File: config.mk
export PLATFORM = sky130hd
export DESIGN_NAME = ext_bus_arbiter
export DESIGN_NICKNAME = d
export VERILOG_FILES = /design/src/rtl/ext_bus_pkg.sv /design/src/rtl/bus_wait_counter.sv /design/src/rtl/ext_bus_arbiter.sv
export SDC_FILE = /design/constraint.sdc
export NUM_CORES = 1
export LEC_CHECK = 0
export BUFFER_PORTS_ARGS = -buffer_cell sky130_fd_sc_hd__buf_4
export CORE_MARGIN = 2
export CORE_UTILIZATION = 29
export DETAILED_ROUTE_END_ITERATION = 10
export PLACE_DENSITY = 0.55
export SYNTH_ARGS = -nofsm -noshare
export SYNTH_HDL_FRONTEND = slang
export SYNTH_HIERARCHICAL = 1
export SYNTH_SLANG_ARGS = --single-unit
File: constraint.sdc
create_clock -name CLK -period 1.85 [get_ports CLK]
set_input_delay 0.0925 -clock CLK [delete_from_list [all_inputs] [get_ports CLK]]
set_output_delay 0.0925 -clock CLK [all_outputs]
set_load 0.01 [all_outputs]
File: src/rtl/ext_bus_pkg.sv
// Shared encodings for the external bus arbiter: FSM states, bus owner codes,
// write/read codes and the wait-counter width helper.
package ext_bus_pkg;

   localparam logic [0:0] ST_IDLE   = 1'b0;
   localparam logic [0:0] ST_ACCESS = 1'b1;

   localparam logic OWN_DATA = 1'b0;
   localparam logic OWN_PROG = 1'b1;

   localparam logic BUS_RD = 1'b0;
   localparam logic BUS_WR = 1'b1;

   // WAIT_CYCLES = 0 still needs a 1-bit counter.
   function automatic int cnt_width(input int wait_cycles);
      return (wait_cycles > 0) ? $clog2(wait_cycles + 1) : 1;
   endfunction

endpackage

File: src/rtl/bus_wait_counter.sv
// Loadable down-counter with a zero flag; it times how long bus_cs is held.
module bus_wait_counter #(
   parameter int CNT_W = 2
) (
   input  logic             CLK,
   input  logic             RST,
   input  logic             i_load,
   input  logic [CNT_W-1:0] i_load_val,
   input  logic             i_dec,
   output logic             o_zero
);

   logic [CNT_W-1:0] r_cnt;

   always_ff @(posedge CLK) begin
      if (!RST) begin
         r_cnt <= '0;
      end else if (i_load) begin
         r_cnt <= i_load_val;
      end else if (i_dec && (r_cnt != '0)) begin
         r_cnt <= r_cnt - 1'b1;
      end
   end

   assign o_zero = (r_cnt == '0);

endmodule

File: src/rtl/ext_bus_arbiter.sv
// Arbitrates the external memory bus between the data stage and instruction fetch.
// Define EXT_READY_EN to add the bus_rdy port and stretch accesses until the device is ready.
module ext_bus_arbiter
   import ext_bus_pkg::*;
#(
   parameter int DATA_W      = 32,
   parameter int ADDR_W      = 32,
   parameter int WAIT_CYCLES = 2
) (
   input  logic              CLK,
   input  logic              RST,
   input  logic              d_req,
   input  logic              d_wr,
   input  logic [ADDR_W-1:0] d_addr,
   input  logic [DATA_W-1:0] d_wdata,
   output logic [DATA_W-1:0] d_rdata,
   output logic              d_ack,
   input  logic              p_req,
   input  logic [ADDR_W-1:0] p_addr,
   output logic [DATA_W-1:0] p_rdata,
   output logic              p_ack,
   output logic [ADDR_W-1:0] bus_addr,
   output logic [DATA_W-1:0] bus_wdata,
   input  logic [DATA_W-1:0] bus_rdata,
   output logic              bus_cs,
   output logic              bus_wr_rd,
`ifdef EXT_READY_EN
   input  logic              bus_rdy,
`endif
   output logic              stall,
   output logic              owner
);

   localparam int               CNT_W    = cnt_width(WAIT_CYCLES);
   localparam logic [CNT_W-1:0] LOAD_VAL = CNT_W'(WAIT_CYCLES);

   logic [0:0]        r_state;
   logic [ADDR_W-1:0] r_bus_addr;
   logic [DATA_W-1:0] r_bus_wdata;
   logic              r_bus_cs;
   logic              r_bus_wr_rd;
   logic              r_owner;
   logic [DATA_W-1:0] r_d_rdata;
   logic [DATA_W-1:0] r_p_rdata;
   logic              r_d_ack;
   logic              r_p_ack;

   logic w_idle;
   logic w_d_elig;
   logic w_p_elig;
   logic w_grant_d;
   logic w_grant_p;
   logic w_grant;
   logic w_cnt_zero;
   logic w_rdy;
   logic w_done;

`ifdef EXT_READY_EN
   assign w_rdy = bus_rdy;
`else
   assign w_rdy = 1'b1;
`endif

   // A port whose ack is high this cycle is masked, which forces alternation
   // when both stages keep requesting.
   assign w_idle    = (r_state == ST_IDLE);
   assign w_d_elig  = d_req & ~r_d_ack;
   assign w_p_elig  = p_req & ~r_p_ack;
   assign w_grant_d = w_idle & w_d_elig;
   assign w_grant_p = w_idle & ~w_d_elig & w_p_elig;
   assign w_grant   = w_grant_d | w_grant_p;
   assign w_done    = (r_state == ST_ACCESS) & w_cnt_zero & w_rdy;

   bus_wait_counter #(
      .CNT_W (CNT_W)
   ) u_wait_cnt (
      .CLK        (CLK),
      .RST        (RST),
      .i_load     (w_grant),
      .i_load_val (LOAD_VAL),
      .i_dec      (r_state == ST_ACCESS),
      .o_zero     (w_cnt_zero)
   );

   always_ff @(posedge CLK) begin
      if (!RST) begin
         r_state     <= ST_IDLE;
         r_bus_addr  <= '0;
         r_bus_wdata <= '0;
         r_bus_cs    <= 1'b0;
         r_bus_wr_rd <= BUS_RD;
         r_owner     <= OWN_DATA;
         r_d_rdata   <= '0;
         r_p_rdata   <= '0;
         r_d_ack     <= 1'b0;
         r_p_ack     <= 1'b0;
      end else begin
         r_d_ack <= 1'b0;
         r_p_ack <= 1'b0;
         case (r_state)
            ST_IDLE: begin
               if (w_grant) begin
                  r_state  <= ST_ACCESS;
                  r_bus_cs <= 1'b1;
                  if (w_grant_d) begin
                     r_owner     <= OWN_DATA;
                     r_bus_addr  <= d_addr;
                     r_bus_wdata <= d_wdata;
                     r_bus_wr_rd <= d_wr ? BUS_WR : BUS_RD;
                  end else begin
                     r_owner     <= OWN_PROG;
                     r_bus_addr  <= p_addr;
                     r_bus_wr_rd <= BUS_RD;
                  end
               end
            end
            ST_ACCESS: begin
               // Address, data and strobe hold until the access closes.
               if (w_done) begin
                  if (r_owner == OWN_DATA) begin
                     r_d_ack <= 1'b1;
                     if (r_bus_wr_rd == BUS_RD) begin
                        r_d_rdata <= bus_rdata;
                     end
                  end else begin
                     r_p_ack <= 1'b1;
                     if (r_bus_wr_rd == BUS_RD) begin
                        r_p_rdata <= bus_rdata;
                     end
                  end
                  r_bus_cs    <= 1'b0;
                  r_bus_wr_rd <= BUS_RD;
                  r_state     <= ST_IDLE;
               end
            end
            default: begin
               r_state <= ST_IDLE;
            end
         endcase
      end
   end

   assign stall     = w_d_elig | w_p_elig;
   assign d_rdata   = r_d_rdata;
   assign d_ack     = r_d_ack;
   assign p_rdata   = r_p_rdata;
   assign p_ack     = r_p_ack;
   assign bus_addr  = r_bus_addr;
   assign bus_wdata = r_bus_wdata;
   assign bus_cs    = r_bus_cs;
   assign bus_wr_rd = r_bus_wr_rd;
   assign owner     = r_owner;

endmodule
==> key figures, run 1 <==
Status
  – Outcome: completed

GRT
  – First-pass GRT wire length: 27,370 µm
  – Vias in the first global route: 5,506
  – Largest net degree at the start of global routing: 67
  – Gr ovfl total: 0
  – Initial antenna violation count: 0
  – GRT Util Overall: 0.1736

Run
  – Max-Cap Viols: 0

Yosys
  – Top FF cell, synth: dfxtp_1
  – Synth Area per Inst: 9.165 µm²
  – Yosys warning count: 6
  – Yosys reg bits: 136
  – Yosys top cell by area: dfxtp_1
  – Post-synth top area share: 0.5139
  – Cell Area, Synth: 0.005298 mm²
  – Synth area leaders: dfxtp_1 (51%), nand2_1 (7.0%), nand3_1 (6.3%), o21ai_0 (6.1%), mux2i_1 (6.0%)
  – Mapped Cells: 578
  – Asr flop ratio synth: 0
  – Post-synth EDFFs: 0
  – Syn nets: 712
  – Seq/Total Area, Yosys: 0.5139
  – Distinct cell type count after synthesis: 39

Detailed routing
  – Initial DRT Pass Iterations: 6
  – Remaining antenna violation count: 0
  – Via count: 5,506
  – Iter 0 DRT Violations: 251
  – DRC viols: 0
  – Wire per inst: 14.30 µm
  – DR vias/cell: 4.585
  – WL final: 17,170 µm

Clock network
  – Root Buffer: clkbuf_16
  – CTS H-tree depth: 4
  – Clk buf depth: 2
  – CTS tree: yes
  – Cts repair resizes: 0
  – Clock transition at path regs: 0.06 ns
  – TritonCTS Sinks: 136
  – Clock Latency Late Sink: 0.41 ns
  – Cts bufs inserted: 17

Cells and area
  – Fill cell count: 1,682
  – Fin nets: 1,093
  – Layout cell share with drive strength beyond 1: 0.3436
  – Final Instance Area: 0.009428 mm²
  – P&R area growth vs syn: 77.96%
  – Ant diodes: 0

STA
  – Final min period: 1.747 ns
  – Hold_ws: 0.1107 ns
  – Final setup fails: 0
  – Final period util: 0.9442
  – Final Max Slew Viols: 0
  – Final Hold Fails: 0
  – Setup TNS: 0 ns
  – RSZ-0062 raised after global routing: false
  – Highest clock rate: 572.5 MHz
  – Setup Skew: 0.01465 ns

Die
  – Initial Util: 0.2949
  – FP Rows: 49
  – Die X: 139.2 µm
  – Boundary pin count: 267
  – Die footprint: 0.01936 mm²
  – Area of the core: 0.01796 mm²
  – Chip height: 139.2 µm

Worst setup path
  – Arr. time, crit path: 2.04 ns
  – Critical Path End Type: flip-flop
  – Worst R2R Path Depth: 4
  – Reg-to-Reg End: bus_addr[23]
  – Worst Setup Path Type: reg -> reg
  – Crit path required time: 2.14 ns
  – Critical path startpoint category: flip-flop
  – Worst setup endpoint: bus_addr[23]
  – Crit path from: d_ack
  – Setup slack, reg-to-reg: 0.10 ns
  – Reg-to-reg startpoint: d_ack
  – CP Max Fanout: 16

Pwr
  – Leakage: 4.187 nW
  – Peak VDD IR: 0.5900 mV
  – Power per Cell Area: 914.1 mW/mm²

Place
  – RePlAce Congestion: 0.7315
  – Post-DP Area: 0.007495 mm²
  – Port Buffers: 266
  – Hpwl dp: 11,220 µm

Worst hold path
  – Min-Delay Path Class: in -> reg
## final cells by class
| class | instances | area, µm² | area share |
|---|---|---|---|
| repair buffers | 414 | 3531 | 0.3745 |
| flip-flops and latches | 136 | 2723 | 0.2888 |
| clock buffers | 20 | 456.7 | 0.04844 |
| multi-input cells | 386 | 2231 | 0.2366 |
| inverters | 4 | 15.01 | 0.001593 |
| well taps | 229 | 286.5 | 0.03039 |
| clock inverters | 12 | 185.2 | 0.01964 |
## registers in the layout, summed over array words and instances (netlist names)
signal and flops:
bus_wr_rd 1, u_wait_cnt/r_cnt 2, p_rdata 32, bus_wdata 32, p_ack 1, d_ack 1, r_state 1, bus_cs 1
d_rdata 32, owner 1, bus_addr 32
## worst max-delay path, stage by stage (launching register included)
cell and delay [ns]:
dfxtp_1 0.41, nand2b_4 0.33, mux2i_1 0.25, dlygate4sd3_1 0.57
o22ai_1 0.07
## cells in the mapped netlist (3+ instances only)
library cell,instances
dfxtp_1,136
nand2_1,99
nand3_1,67
o21ai_0,65
mux2i_1,32
o22ai_1,31
o21ai_1,24
a21boi_0,17
a21boi_1,16
buf_2,16
clkbuf_1,15
buf_6,12
o21ai_2,10
buf_1,4
inv_1,4
nor2_1,3
## layer usage
| metal | routed length, µm | global-route usage | vias up | part of all wire |
|---|---|---|---|---|
| met1 | 7324 | 0.2036 | 2531 | 0.43 |
| met2 | 8503 | 0.2982 | 164 | 0.50 |
| li1 | - | - | 2782 | - |
| met5 | 0 | 0 | - | 0 |
| met3 | 831 | 0.04731 | 29 | 0.048 |
| met4 | 510 | 0.07496 | 0 | 0.030 |
## through the flow
stage,cells,utilization,total power [mW],worst slack [ns]
after floorplan,578,-,4.020,0.4594
after global placement,1040,0.4172,4.756,0.4062
after detailed placement,1040,0.4172,4.765,0.4069
after CTS,1201,0.5248,8.730,0.08540
after global routing,1201,0.5248,9.020,0.01663
final,1201,0.5248,8.618,0.1033
## cell families (layout without fill, tap and decap cells)
family / after synthesis / count (layout) / synth area share
other: 2 / 2 / 0.001418
AOI/OAI and AO/OA: 170 / 170 / 0.1958
muxes: 32 / 32 / 0.06046
and+or+nand+nor: 180 / 180 / 0.1585
adders and majority gates: 1 / 1 / 0.002361
buffers and inverters: 56 / 450 / 0.06589
DFF: 136 / 136 / 0.5139
xor gates and xnor gates: 1 / 1 / 0.001654
## how the worst min path moves through the flow
stage	start	endpoint	slack [ns]	cells after the start
2_1_floorplan	d_wdata[10]	bus_wdata[10]	0.23	2
3_3_place_gp	d_wr	bus_wr_rd	0.33	3
3_5_place_dp	d_wdata[16]	bus_wdata[16]	0.35	3
4_1_cts	RST	bus_cs	0.1	2
5_1_grt	RST	bus_cs	0.12	2
6_report	RST	bus_cs	0.11	2
## where the power goes
| group | leakage (nW) | total, mW | switching, mW | internal [mW] |
|---|---|---|---|---|
| Sequential | 1.11 | 3.27 | 0.116 | 3.15 |
| Clock | 0.318 | 3.69 | 1.34 | 2.36 |
| Combinational | 2.76 | 1.66 | 0.755 | 0.904 |
| Total | 4.19 | 8.62 | 2.21 | 6.41 |
## cell usage in the layout, fill, tap and decap left out, types with 2 or more instances in the layout
cell type | synthesis | final
nor2_1 | 3 | 3
buf_4 | 1 | 277
buf_12 | 0 | 8
o21ai_1 | 24 | 24
inv_1 | 4 | 4
nand2_1 | 99 | 99
dfxtp_1 | 136 | 136
bufinv_16 | 0 | 4
nor2b_1 | 2 | 2
o21ai_2 | 10 | 10
a21boi_0 | 17 | 17
conb_1 | 2 | 2
clkbuf_8 | 0 | 2
mux2i_1 | 32 | 32
inv_6 | 0 | 5
o21ai_0 | 65 | 65
nand3_1 | 67 | 67
dlygate4sd3_1 | 0 | 129
o22ai_1 | 31 | 31
clkinv_2 | 0 | 2
a21boi_1 | 16 | 16
clkbuf_16 | 0 | 17
## timing repair
action                                 CTS  global route
hold buffers                           129             0
endpoints found under the hold margin  129             0
buffers inserted                         0             0
(Power assumes the default switching activity.)
==> inputs of run 2 (changes only) <==
- clock period: 1.85 -> 1.8 ns (I/O delays scaled with it)
==> key figures, run 2 (same netlist as run 1, synthesis figures left out) <==
Status
  – Outcome: completed

Clock network
  – Cts bufs inserted: 17 (unchanged)
  – Cts repair resizes: 0 (unchanged)
  – Clock transition at path regs: 0.06 ns (about the same)
  – Post-CTS Hold Buffers: 129 (unchanged)
  – Clk buf depth: 2 (unchanged)
  – CTS H-tree depth: 4 (unchanged)
  – Clock Latency Late Sink: 0.41 ns (about the same)
  – TritonCTS Sinks: 136 (unchanged)
  – CTS tree: yes
  – Post-CTS Setup Inserts: 0 (unchanged)
  – Root Buffer: clkbuf_16

Place
  – Hpwl dp: 11,090 µm (-1.2%)
  – RePlAce Congestion: 0.7509 (+2.7%)
  – Setup WS pre-CTS: 0.3573 ns (-0.04957 ns)
  – Port Buffers: 266 (unchanged)

Worst setup path
  – Worst Setup Path Type: reg -> reg
  – Arr. time, crit path: 1.97 ns (-0.07 ns)
  – CP Max Fanout: 11 (-5)
  – Critical path startpoint category: flip-flop
  – Crit-path max cell delay: 0.57 ns (about the same)
  – Critical Path End Type: flip-flop
  – Critical path cell sequence: nand2b_4 -> mux2i_1 -> dlygate4sd3_1 -> o22ai_1
  – Slowest CP cell: dlygate4sd3_1
  – Crit path required time: 2.09 ns (-0.05 ns)

Pwr
  – Int Pwr: 6.329 mW (-1.3%)
  – Sw Pwr: 2.214 mW (+0.34%)
  – Peak VDD IR: 0.6101 mV (+3.4%)
  – Combinational group share of total power: 0.196 (+0.004)
  – Clock power frac: 0.410 (-0.019)
  – Sw Ratio: 0.2592 (+0.003103)
  – Sequential Power Share: 0.393 (+0.014)
  – Leakage: 4.128 nW (-1.4%)
  – Power per Cell Area: 915.2 mW/mm² (+0.12%)

STA
  – Final min period: 1.681 ns (-0.06525 ns)
  – Final setup fails: 0 (unchanged)
  – Final Max Slew Viols: 0 (unchanged)
  – Final period util: 0.9342 (-0.01002)
  – Setup TNS: 0 ns (unchanged)
  – Highest clock rate: 594.7 MHz (+3.9%)
  – Worst setup margin: 0.1185 ns (+0.01525 ns)
  – Setup Skew: 0.008326 ns (-0.006323 ns)
  – RSZ-0062 raised after global routing: false
  – Final Hold Fails: 0 (unchanged)

Cells and area
  – Fin nets: 1,088 (-0.46%)
  – Most common cell after layout, fill and taps aside: buf_4
  – Core Util, Final: 0.5197 (-0.005154)
  – Commonest cells after routing, fill and taps aside: buf_4 (273), dfxtp_1 (136), dlygate4sd3_1 (129)
  – Layout cell share with drive strength beyond 1: 0.3402 (-0.003394)
  – P&R area growth vs syn: 76.22%
  – Ant diodes: 0 (unchanged)

Die
  – Initial Util: 0.2949 (unchanged)
  – Die X: 139.2 µm (unchanged)
  – Boundary pin count: 267 (unchanged)
  – FP Rows: 49 (unchanged)
  – Die footprint: 0.01936 mm² (unchanged)
  – Area of the core: 0.01796 mm² (unchanged)
  – Chip height: 139.2 µm (unchanged)

Detailed routing
  – DRC viols: 0 (unchanged)
  – Iter 0 DRT Violations: 180 (-28%)
  – Wire per inst: 14.58 µm (+2.0%)
  – DR vias/cell: 4.600 (+0.35%)
  – Via count: 5,502 (-0.073%)
  – Remaining antenna violation count: 0 (unchanged)
  – WL final: 17,440 µm (+1.5%)
  – Initial DRT Pass Iterations: 4 (-2)

GRT
  – First-pass GRT wire length: 28,190 µm (+3.0%)
  – Initial antenna violation count: 0 (unchanged)
  – Largest net degree at the start of global routing: 99 (+48%)
  – Vias in the first global route: 5,531 (+0.45%)
  – GRT Util Overall: 0.1797 (+0.006074)
  – Gr ovfl total: 0 (unchanged)

Run
  – Max-Cap Viols: 0 (unchanged)

Worst hold path
  – Min-Delay Path Class: in -> reg
[run 2: cell types whose count changed in the layout (fill, tap and decap cells not counted), sizes merged]
| cell | delta |
|---|---|
| buf | -5 |
| inv | -4 |
| clkinvlp | +3 |
| bufinv | -2 |
| clkbuf | +2 |
| clkinv | +1 |
[run 2: cell type report]
| cell class | count | area, µm² |
|---|---|---|
| Fill cell | 1650 | 8628 |
| Timing Repair Buffer | 409 | 3481 |
| Sequential cell | 136 | 2723 |
| Multi-Input combinational cell | 386 | 2231 |
| Clock buffer | 22 | 484.2 |
| Tap cell | 229 | 286.5 |
| Clock inverter | 10 | 115.1 |
| Inverter | 4 | 15.01 |
[run 2: layer usage]
layer / vias up / global-route usage / part of all wire
li1: 2778 / - / -
met1: 2510 / 0.2087 / 0.43
met2: 172 / 0.3052 / 0.49
met3: 42 / 0.05041 / 0.052
met4: 0 / 0.08719 / 0.034
met5: - / 0 / 0
[run 2: through the flow]
stage	instance area, µm²	cells	hold slack [ns]	power, mW
2_1_floorplan	5298	578	0.2249	4.132
3_3_place_gp	7445	1035	0.3287	4.861
3_5_place_dp	7445	1035	0.3476	4.875
4_1_cts	9335	1196	0.1144	8.656
5_1_grt	9335	1196	0.1631	8.963
6_report	9335	1196	0.1266	8.544
[run 2: final timing paths]
| path | from | to | slack, ns | cells past startpoint |
|---|---|---|---|---|
| setup / recovery | d_ack | bus_addr[25] | 0.12 | 4 |
| hold / removal | p_req | r_state | 0.13 | 3 |
| setup reg to reg | d_ack | bus_addr[25] | 0.12 | 4 |
| hold reg to reg | p_rdata[15] | p_rdata[15] | 0.46 | 2 |
[run 2: power groups by stage]
stage	clock [mW]	sequential, mW	combinational [mW]
after floorplan	0	3.52	0.615
after global placement	0	3.42	1.44
after detailed placement	0	3.42	1.45
after CTS	3.61	3.36	1.68
after global routing	3.76	3.39	1.82
final	3.50	3.36	1.68
[run 2: critical path: cells and delay by family, from the launching register on]
family / cells / cell delay (ns)
multiplexers: 1 / 0.21
AO/OA/AOI/OAI: 1 / 0.08
AND/OR/NAND/NOR: 1 / 0.28
buffers and inverters: 1 / 0.57
flip-flops: 1 / 0.41
